$ cat src/rtl/load_store_unit.sv
// Load/store unit: turns RV32I byte/half/word accesses into word-wide
// memory cycles. Sub-word stores use a read-modify-write of the word.
module load_store_unit #(
  parameter int MEM_BYTES = 1024
) (
  input  logic        clk_i,
  input  logic        rst_i,
  input  logic        req_valid_i,
  output logic        req_ready_o,
  input  logic        req_we_i,
  input  logic [2:0]  req_funct3_i,
  input  logic [31:0] req_addr_i,
  input  logic [31:0] req_wdata_i,
  output logic        resp_valid_o,
  output logic [31:0] resp_rdata_o,
  output logic        resp_err_o,
  output logic        mem_we_o,
  output logic [31:0] mem_addr_o,
  output logic [31:0] mem_wdata_o,
  input  logic [31:0] mem_rdata_i
);

  typedef enum logic [2:0] {
    S_IDLE, S_LOAD, S_STORE, S_RMW_RD, S_RMW_WR, S_DONE
  } state_e;

  state_e      state_q, state_d;
  logic        we_q;
  logic [2:0]  funct3_q;
  logic [31:0] addr_q;
  logic [31:0] wdata_q;
  logic [31:0] word_q, word_d;
  logic [31:0] resp_rdata_q, resp_rdata_d;
  logic        resp_err_q, resp_err_d;

  logic        accept;
  logic        req_err;
  logic        misaligned;
  logic        illegal_f3;
  logic        out_of_range;
  logic [31:0] load_val;
  logic [31:0] merged;
  logic [7:0]  lane_b;
  logic [15:0] lane_h;

  assign accept = req_valid_i & req_ready_o;

  // Classify the incoming request; errors are decided once, at acceptance.
  always_comb begin
    misaligned = 1'b0;
    case (req_funct3_i)
      3'd1, 3'd5: misaligned = req_addr_i[0];
      3'd2:       misaligned = (req_addr_i[1:0] != 2'b00);
      default:    misaligned = 1'b0;
    endcase
    if (req_we_i) illegal_f3 = (req_funct3_i > 3'd2);
    else          illegal_f3 = (req_funct3_i == 3'd3) || (req_funct3_i > 3'd5);
    out_of_range = ({req_addr_i[31:2], 2'b00} > 32'(MEM_BYTES - 4));
    req_err = misaligned | illegal_f3 | out_of_range;
  end

  // Select the addressed lane from the read word and extend it.
  always_comb begin
    lane_b = mem_rdata_i[8*addr_q[1:0] +: 8];
    lane_h = addr_q[1] ? mem_rdata_i[31:16] : mem_rdata_i[15:0];
    case (funct3_q)
      3'd0:    load_val = {{24{lane_b[7]}}, lane_b};
      3'd1:    load_val = {{16{lane_h[15]}}, lane_h};
      3'd2:    load_val = mem_rdata_i;
      3'd4:    load_val = {24'd0, lane_b};
      3'd5:    load_val = {16'd0, lane_h};
      default: load_val = 32'd0;
    endcase
  end

  // Replace the stored lane(s) inside the word captured during RMW_RD.
  always_comb begin
    merged = word_q;
    if (funct3_q[0]) begin
      if (addr_q[1]) merged[31:16] = wdata_q[15:0];
      else           merged[15:0]  = wdata_q[15:0];
    end else begin
      merged[8*addr_q[1:0] +: 8] = wdata_q[7:0];
    end
  end

  // State register.
  always_ff @(posedge clk_i or posedge rst_i) begin
    if (rst_i) state_q <= S_IDLE;
    else       state_q <= state_d;
  end

  // Next-state logic.
  always_comb begin
    state_d = state_q;
    case (state_q)
      S_IDLE: begin
        if (accept) begin
          if (req_err)                   state_d = S_DONE;
          else if (!req_we_i)            state_d = S_LOAD;
          else if (req_funct3_i == 3'd2) state_d = S_STORE;
          else                           state_d = S_RMW_RD;
        end
      end
      S_LOAD:   state_d = S_DONE;
      S_STORE:  state_d = S_DONE;
      S_RMW_RD: state_d = S_RMW_WR;
      S_RMW_WR: state_d = S_DONE;
      S_DONE:   state_d = S_IDLE;
      default:  state_d = S_IDLE;
    endcase
  end

  // Outputs decoded from the current state.
  always_comb begin
    req_ready_o  = (state_q == S_IDLE) & ~rst_i;
    resp_valid_o = (state_q == S_DONE);
    mem_we_o     = (state_q == S_STORE) || (state_q == S_RMW_WR);
    mem_wdata_o  = 32'd0;
    if (state_q == S_STORE)  mem_wdata_o = wdata_q;
    if (state_q == S_RMW_WR) mem_wdata_o = merged;
  end

  // Response and captured-word updates; they hold between accesses.
  always_comb begin
    word_d       = word_q;
    resp_rdata_d = resp_rdata_q;
    resp_err_d   = resp_err_q;
    case (state_q)
      S_IDLE: begin
        if (accept && req_err) begin
          resp_rdata_d = 32'd0;
          resp_err_d   = 1'b1;
        end
      end
      S_LOAD: begin
        resp_rdata_d = load_val;
        resp_err_d   = 1'b0;
      end
      S_RMW_RD: word_d = mem_rdata_i;
      S_STORE, S_RMW_WR: begin
        resp_rdata_d = 32'd0;
        resp_err_d   = 1'b0;
      end
      default: ;
    endcase
  end

  // Request latch and datapath registers.
  always_ff @(posedge clk_i or posedge rst_i) begin
    if (rst_i) begin
      we_q         <= 1'b0;
      funct3_q     <= 3'd0;
      addr_q       <= 32'd0;
      wdata_q      <= 32'd0;
      word_q       <= 32'd0;
      resp_rdata_q <= 32'd0;
      resp_err_q   <= 1'b0;
    end else begin
      if (accept) begin
        we_q     <= req_we_i;
        funct3_q <= req_funct3_i;
        addr_q   <= req_addr_i;
        wdata_q  <= req_wdata_i;
      end
      word_q       <= word_d;
      resp_rdata_q <= resp_rdata_d;
      resp_err_q   <= resp_err_d;
    end
  end

  assign mem_addr_o   = {addr_q[31:2], 2'b00};
  assign resp_rdata_o = resp_rdata_q;
  assign resp_err_o   = resp_err_q;

  // we_q is kept for visibility of the latched request; only the state uses it.
  logic unused_ok;
  assign unused_ok = we_q;

endmodule

$ cat config.mk
export PLATFORM = sky130hd
export DESIGN_NAME = load_store_unit
export DESIGN_NICKNAME = d
export VERILOG_FILES = /design/src/rtl/load_store_unit.sv
export SDC_FILE = /design/constraint.sdc
export NUM_CORES = 1
export LEC_CHECK = 0
export CORE_ASPECT_RATIO = 2
export CORE_MARGIN = 3
export CORE_UTILIZATION = 45
export DETAILED_ROUTE_END_ITERATION = 6
export HOLD_SLACK_MARGIN = 0.05
export PLACE_DENSITY_LB_ADDON = 0.12
export SLEW_MARGIN = 10
export SYNTH_ARGS = -nofsm -noshare
export SYNTH_HDL_FRONTEND = slang
export SYNTH_SLANG_ARGS = --single-unit
export TNS_END_PERCENT = 10
$ cat constraint.sdc
create_clock -name clk_i -period 6.8 [get_ports clk_i]
set_input_delay 1.7 -clock clk_i [delete_from_list [all_inputs] [get_ports clk_i]]
set_output_delay 1.7 -clock clk_i [all_outputs]
set_load 0.02 [all_outputs]
==> After elaboration in Yosys (flattened, before gate mapping) <==
Index checks and enable logic that the tools add are counted.
{ "totals": {"inputBits": 103, "reg_bits": 135} }
{ "op_classes": {"order_cmp": 3, "reduce_logical": 13, "eq_ne": 15, "muxes": 19, "add_sub_neg": 1, "shifts": 3, "bitwise": 5} }
{ "op_table": {"columns": ["op", "count"], "rows": [
  ["$pmux 32 s5", 1],
  ["$mux 32", 4],
  ["$pmux 32 s3", 1],
  ["$mux 16", 3],
  ["$neg 5->34", 1],
  ["$shift 8x34->32 const A", 1],
  ["$shiftx 8x34->32", 1],
  ["$bwmux 32", 1],
  ["$gt 32x10->1 const B", 1],
  ["$shiftx 32x6->8", 1],
  ["$eq 3x2->1 const B", 5],
  ["$eq 3x3->1 const B", 5],
  ["$eq 3x1->1 const B", 3],
  ["$pmux 3 s3", 1],
  ["$logic_not 3->1", 2],
  ["$mux 3", 2],
  ["$pmux 1 s2", 2],
  ["$reduce_and 2->1", 2],
  ["$reduce_bool 2->1", 2],
  ["$reduce_or 2->1", 2],
  ["$gt 3x2->1 const B", 1],
  ["$gt 3x3->1 const B", 1],
  ["$mux 1", 3],
  ["$reduce_bool 3->1", 1],
  ["other kinds (9)", 12]
]} }

==> Longest topological paths before layout <==
{ "logic_depth": {"word_depth": 8, "mapped_depth": 9, "ltp_nobuf": 7} }

==> Worst setup path after synthesis <==
OpenSTA, ideal clock, no wires.
{ "synth_path": {"kind": "flip-flop to output port", "startpoint": "register addr_q[1]", "endpoint": "output port mem_wdata_o[18]", "path_buffers": 2, "arrival_time_ns": 2.266, "setup_slack_ns": 2.834, "stages_incl_launch_ff": 10, "path_cell_list": "dfrtp_1 buf_2 buf_2 inv_1 ha_1 nand2_1 nor3_1 mux2_2 a22oi_1 o21ai_0"} }
{ "synth_between": {"elab_chain_cells": 5, "elab_cells_between_ends": 7, "classes_between": "add/sub (1); shift (2); mux (4)"} }
{ "synth_rtl": {"columns": ["item", "line_no", "source"], "rows": [
  ["start: declaration", "30", "logic [31:0] addr_q;"],
  ["start signal: assignment", "163", "addr_q <= req_addr_i;"],
  ["$neg 5->34", "83", "merged[8*addr_q[1:0] +: 8] = wdata_q[7:0];"],
  ["$shiftx 8x34->32 or $shift 8x34->32 (tied branches)", "83", null],
  ["$bwmux 32", "83", null],
  ["$mux 32 *", "79", "if (funct3_q[0]) begin"],
  ["$mux 32 *", "121", "if (state_q == S_RMW_WR) mem_wdata_o = merged;"],
  ["end: declaration", "19", "output logic [31:0] mem_wdata_o,"]
]} }
Every way passes the cells marked *; elsewhere a longest branch is shown, timed or not.

==> Final worst setup path <==
{ "layout_path": {"startpoint": "register addr_q[0]", "endpoint": "output port mem_wdata_o[9]"} }
{ "layout_between": {"elab_chain_cells": 5, "elab_cells_between_ends": 6, "classes_between": "add/sub (1); shift (2); mux (3)"} }
{ "layout_rtl": {"columns": ["item", "line_no"], "rows": [
  ["$neg 5->34 *", "83"],
  ["$shiftx 8x34->32 or $shift 8x34->32 (tied branches)", "83"],
  ["$bwmux 32 *", "83"],
  ["$mux 32 *", "79"],
  ["$mux 32 *", "121"]
]} }
Marks and branches as above.

==> reports/summary.json <==
{
  "setup_viol": 0,
  "hold_path.class": "register to register",
  "overflow": 0,
  "finalClockSkew_ps": 9.07,
  "setup_total_negative_slack_ps": 0,
  "design.portCount": 203,
  "layout.area.seq_um2": 3380,
  "placement_rows": 63,
  "setup.worst_path.class": "register to output pin",
  "regToRegSetupSlack_ps": 4190,
  "fp.dieW_um": 93.9,
  "number_of_nets_with_antenna_violations_after_routing": 0,
  "postRouteWirelength_mm": 19.6,
  "clock_latency_ps": 420,
  "synth-edff-count": 0,
  "hold_path_depth": 1,
  "floorplan.initialDensity": 0.465,
  "ys_types": 50,
  "drt-vias-per-instance": 5.69,
  "synth-async-reset-ratio": 1.00,
  "most_frequent_standard_cell_in_the_layout_excluding_fill_and_tap_cells": "clkdlybuf4s50_1",
  "die_ar_um2": 17100,
  "multi_input_area_um2": 3100,
  "synth_flop_cell": "dfrtp_1",
  "worst_slew_pin_slew_ps": 1170,
  "min_period_ps": 5330,
  "finalInstanceArea_um2": 9450,
  "static-leakage-power_uw": 0.00412,
  "grt_antenna_before_repair": 0,
  "yosys_register_bits": 135,
  "via_count": 5404,
  "critical_path.max_stage_delay_ps": 790,
  "unrepaired_setup_endpoints_after_global_routing": "false",
  "dieHeight_um": 182,
  "place.gp.congestion": 0.819,
  "power.ir.vdd_worst_mv": 0.243,
  "drtPass1Iterations": 4,
  "post_cts_resized": 0,
  "most-common-layout-cells": "clkdlybuf4s50_1, dfrtp_1, mux2_2, a21oi_1, nand2_1",
  "post_route_cells_drive_above_1_share": 0.202,
  "final_nets": 849,
  "cts_post_setup_buffers_inserted": 0,
  "timing_hold_violations_final": 0,
  "placed_cell_area_um2": 8800,
  "numCtsBuffers": 17,
  "netlist_area_um2": 6960,
  "fmax_mhz": 188,
  "num-fill-cells": 1220,
  "timing.critical_path.to_type": "output pin",
  "ctsHtreeMaxLevel": 4,
  "worst_setup_path_endpoint": "mem_wdata_o[9]",
  "first_pass_grt_wire_length_mm": 30.5,
  "maxSlewHeadroom": 0.215,
  "maximum_number_of_pins_on_one_net_before_global_route_repair": 98,
  "crit_path_cell_trace": "inv_1, ha_1, nand2_1, nor3_1, a221oi_1, a21oi_1, a22o_1, clkdlybuf4s50_1",
  "synth.yosys.warnings": 0,
  "post_cts_hold_buffer_count": 0,
  "cp_top_family": "simple AND/OR/NAND/NOR gates",
  "clock-root-buffer": "clkbuf_16",
  "detailed_place_hpwl_mm": 14.4,
  "cts_tree": "done",
  "core_um2": 15000,
  "dpl_worst_slack_ps": 1940,
  "cts_num_sinks": 135,
  "worst-endpoint-arrival_ps": 3630,
  "path_depth": 8,
  "detailedRoute.firstIterationViolations": 243,
  "grt_usage": 0.229,
  "detail_route.wl_per_cell_um": 20.6,
  "path_clk_slew_ps": 60,
  "report.final.slew_viol_count": 0,
  "numPortBuffers": 200,
  "crit_required_ps": 5100,
  "drc": 0,
  "cp-startpoint": "addr_q[0]$_DFFE_PP0P_",
  "clk_path_buf_depth": 2,
  "drv.max_cap_violation_count": 0,
  "syn2layout_area_growth_pct": 35.8,
  "seq_area_frac_synth": 0.486,
  "vias_in_the_first_global_route": 5713,
  "critical_path.startpoint_type": "register",
  "regToRegEndpoint": "resp_rdata_o[1]$_DFFE_PP0P_",
  "cp.buffers_inverters": 2,
  "period_utilization_post_route": 0.784,
  "crit_fanout": 9,
  "status": "finished clean",
  "setup_slack_ps": 1470,
  "power_density_nw_per_um2": 458,
  "cp_slowest_cell": "nor3_1",
  "critical_register_to_register_path_startpoint": "funct3_q[0]$_DFFE_PP0P_",
  "n_antenna_cell": 0,
  "postSynthAreaPerCell_um2": 11.9,
  "worst-r2r-cell-count": 6,
  "synthCells": 587
}
state kept, by name, summed over array words and instances (netlist names):
name / cells
resp_rdata_o: 32
funct3_q: 3
word_q: 32
resp_err_o: 1
wdata_q: 32
addr_q: 32
state_q: 3
report_power, final:
group,switching (uW),total [uW],internal (uW)
clock network,366,1010,640
registers,227,1310,1090
logic,1050,2010,956
total,1640,4330,2680
cell families (layout without fill, tap and decap cells):
| kind of cell | count (synthesis) | count (layout) | share of synthesized area |
|---|---|---|---|
| other cells | 1 | 2 | 0.000539 |
| simple gates | 76 | 76 | 0.0572 |
| xor+xnor | 1 | 1 | 0.00126 |
| fa+ha+maj | 5 | 5 | 0.00899 |
| compound gates | 160 | 160 | 0.167 |
| mux | 130 | 130 | 0.211 |
| flops | 135 | 135 | 0.486 |
| buf+inv | 79 | 245 | 0.0689 |
worst min path at each step:
stage | start | end | slack [ps]
after floorplan | wdata_q[18]$_DFFE_PP0P_ | wdata_q[18]$_DFFE_PP0P_ | 480
after global placement | resp_rdata_o[13]$_DFFE_PP0P_ | resp_rdata_o[13]$_DFFE_PP0P_ | 460
after detailed placement | resp_rdata_o[15]$_DFFE_PP0P_ | resp_rdata_o[15]$_DFFE_PP0P_ | 470
after CTS | resp_rdata_o[12]$_DFFE_PP0P_ | resp_rdata_o[12]$_DFFE_PP0P_ | 490
after global routing | resp_rdata_o[30]$_DFFE_PP0P_ | resp_rdata_o[30]$_DFFE_PP0P_ | 500
final | resp_rdata_o[22]$_DFFE_PP0P_ | resp_rdata_o[22]$_DFFE_PP0P_ | 480
layer usage:
metal  part of all wire  GRT usage  routed length, um  vias up
met4              0.030     0.0833                580        0
met5                  0          0                  0        -
met2               0.53      0.401              10400      211
li1                   -          -                  -     2467
met3              0.065     0.0659               1270       36
met1               0.38      0.261               7380     2690
cell usage after synthesis, drive strengths merged (2+ instances only):
cell     count  area, um2
nand4        2       12.5
mux2i       23        230
nor2        16       62.6
buf         58        400
nor3         6       30.0
inv          7       26.3
or3          2       17.5
clkbuf      13       48.8
a21oi       43        219
nand2b       2       20.0
a222oi       5       50.1
a221oi      21        184
nor2b        4       25.0
nor4         8       65.1
a22oi       14        105
o2bb2ai      8       70.1
a21o        26        195
mux2       107       1240
o21ai       10       50.1
a22o        26        228
nand2       28        105
nor3b        3       27.5
or2          2       12.5
dfrtp      135       3380
ha           5       62.6
per-stage QoR:
stage                     std cells  total power [uW]  hold slack, ps  utilization
final                           949              4330             479        0.631
after global routing            949              4560             501        0.631
after global placement          917              3280             462        0.588
after CTS                       949              4360             486        0.631
after detailed placement        917              3330             465        0.588
after floorplan                 588              2680             479            -
final cells by class:
| type | instances | share of cell area |
|---|---|---|
| clock inverters | 12 | 0.0201 |
| multi-input cells | 374 | 0.329 |
| repair buffers | 205 | 0.216 |
| inverters | 8 | 0.00371 |
| well taps | 195 | 0.0258 |
| clock buffers | 20 | 0.0483 |
| flip-flops and latches | 135 | 0.358 |
(Power assumes the default switching activity.)
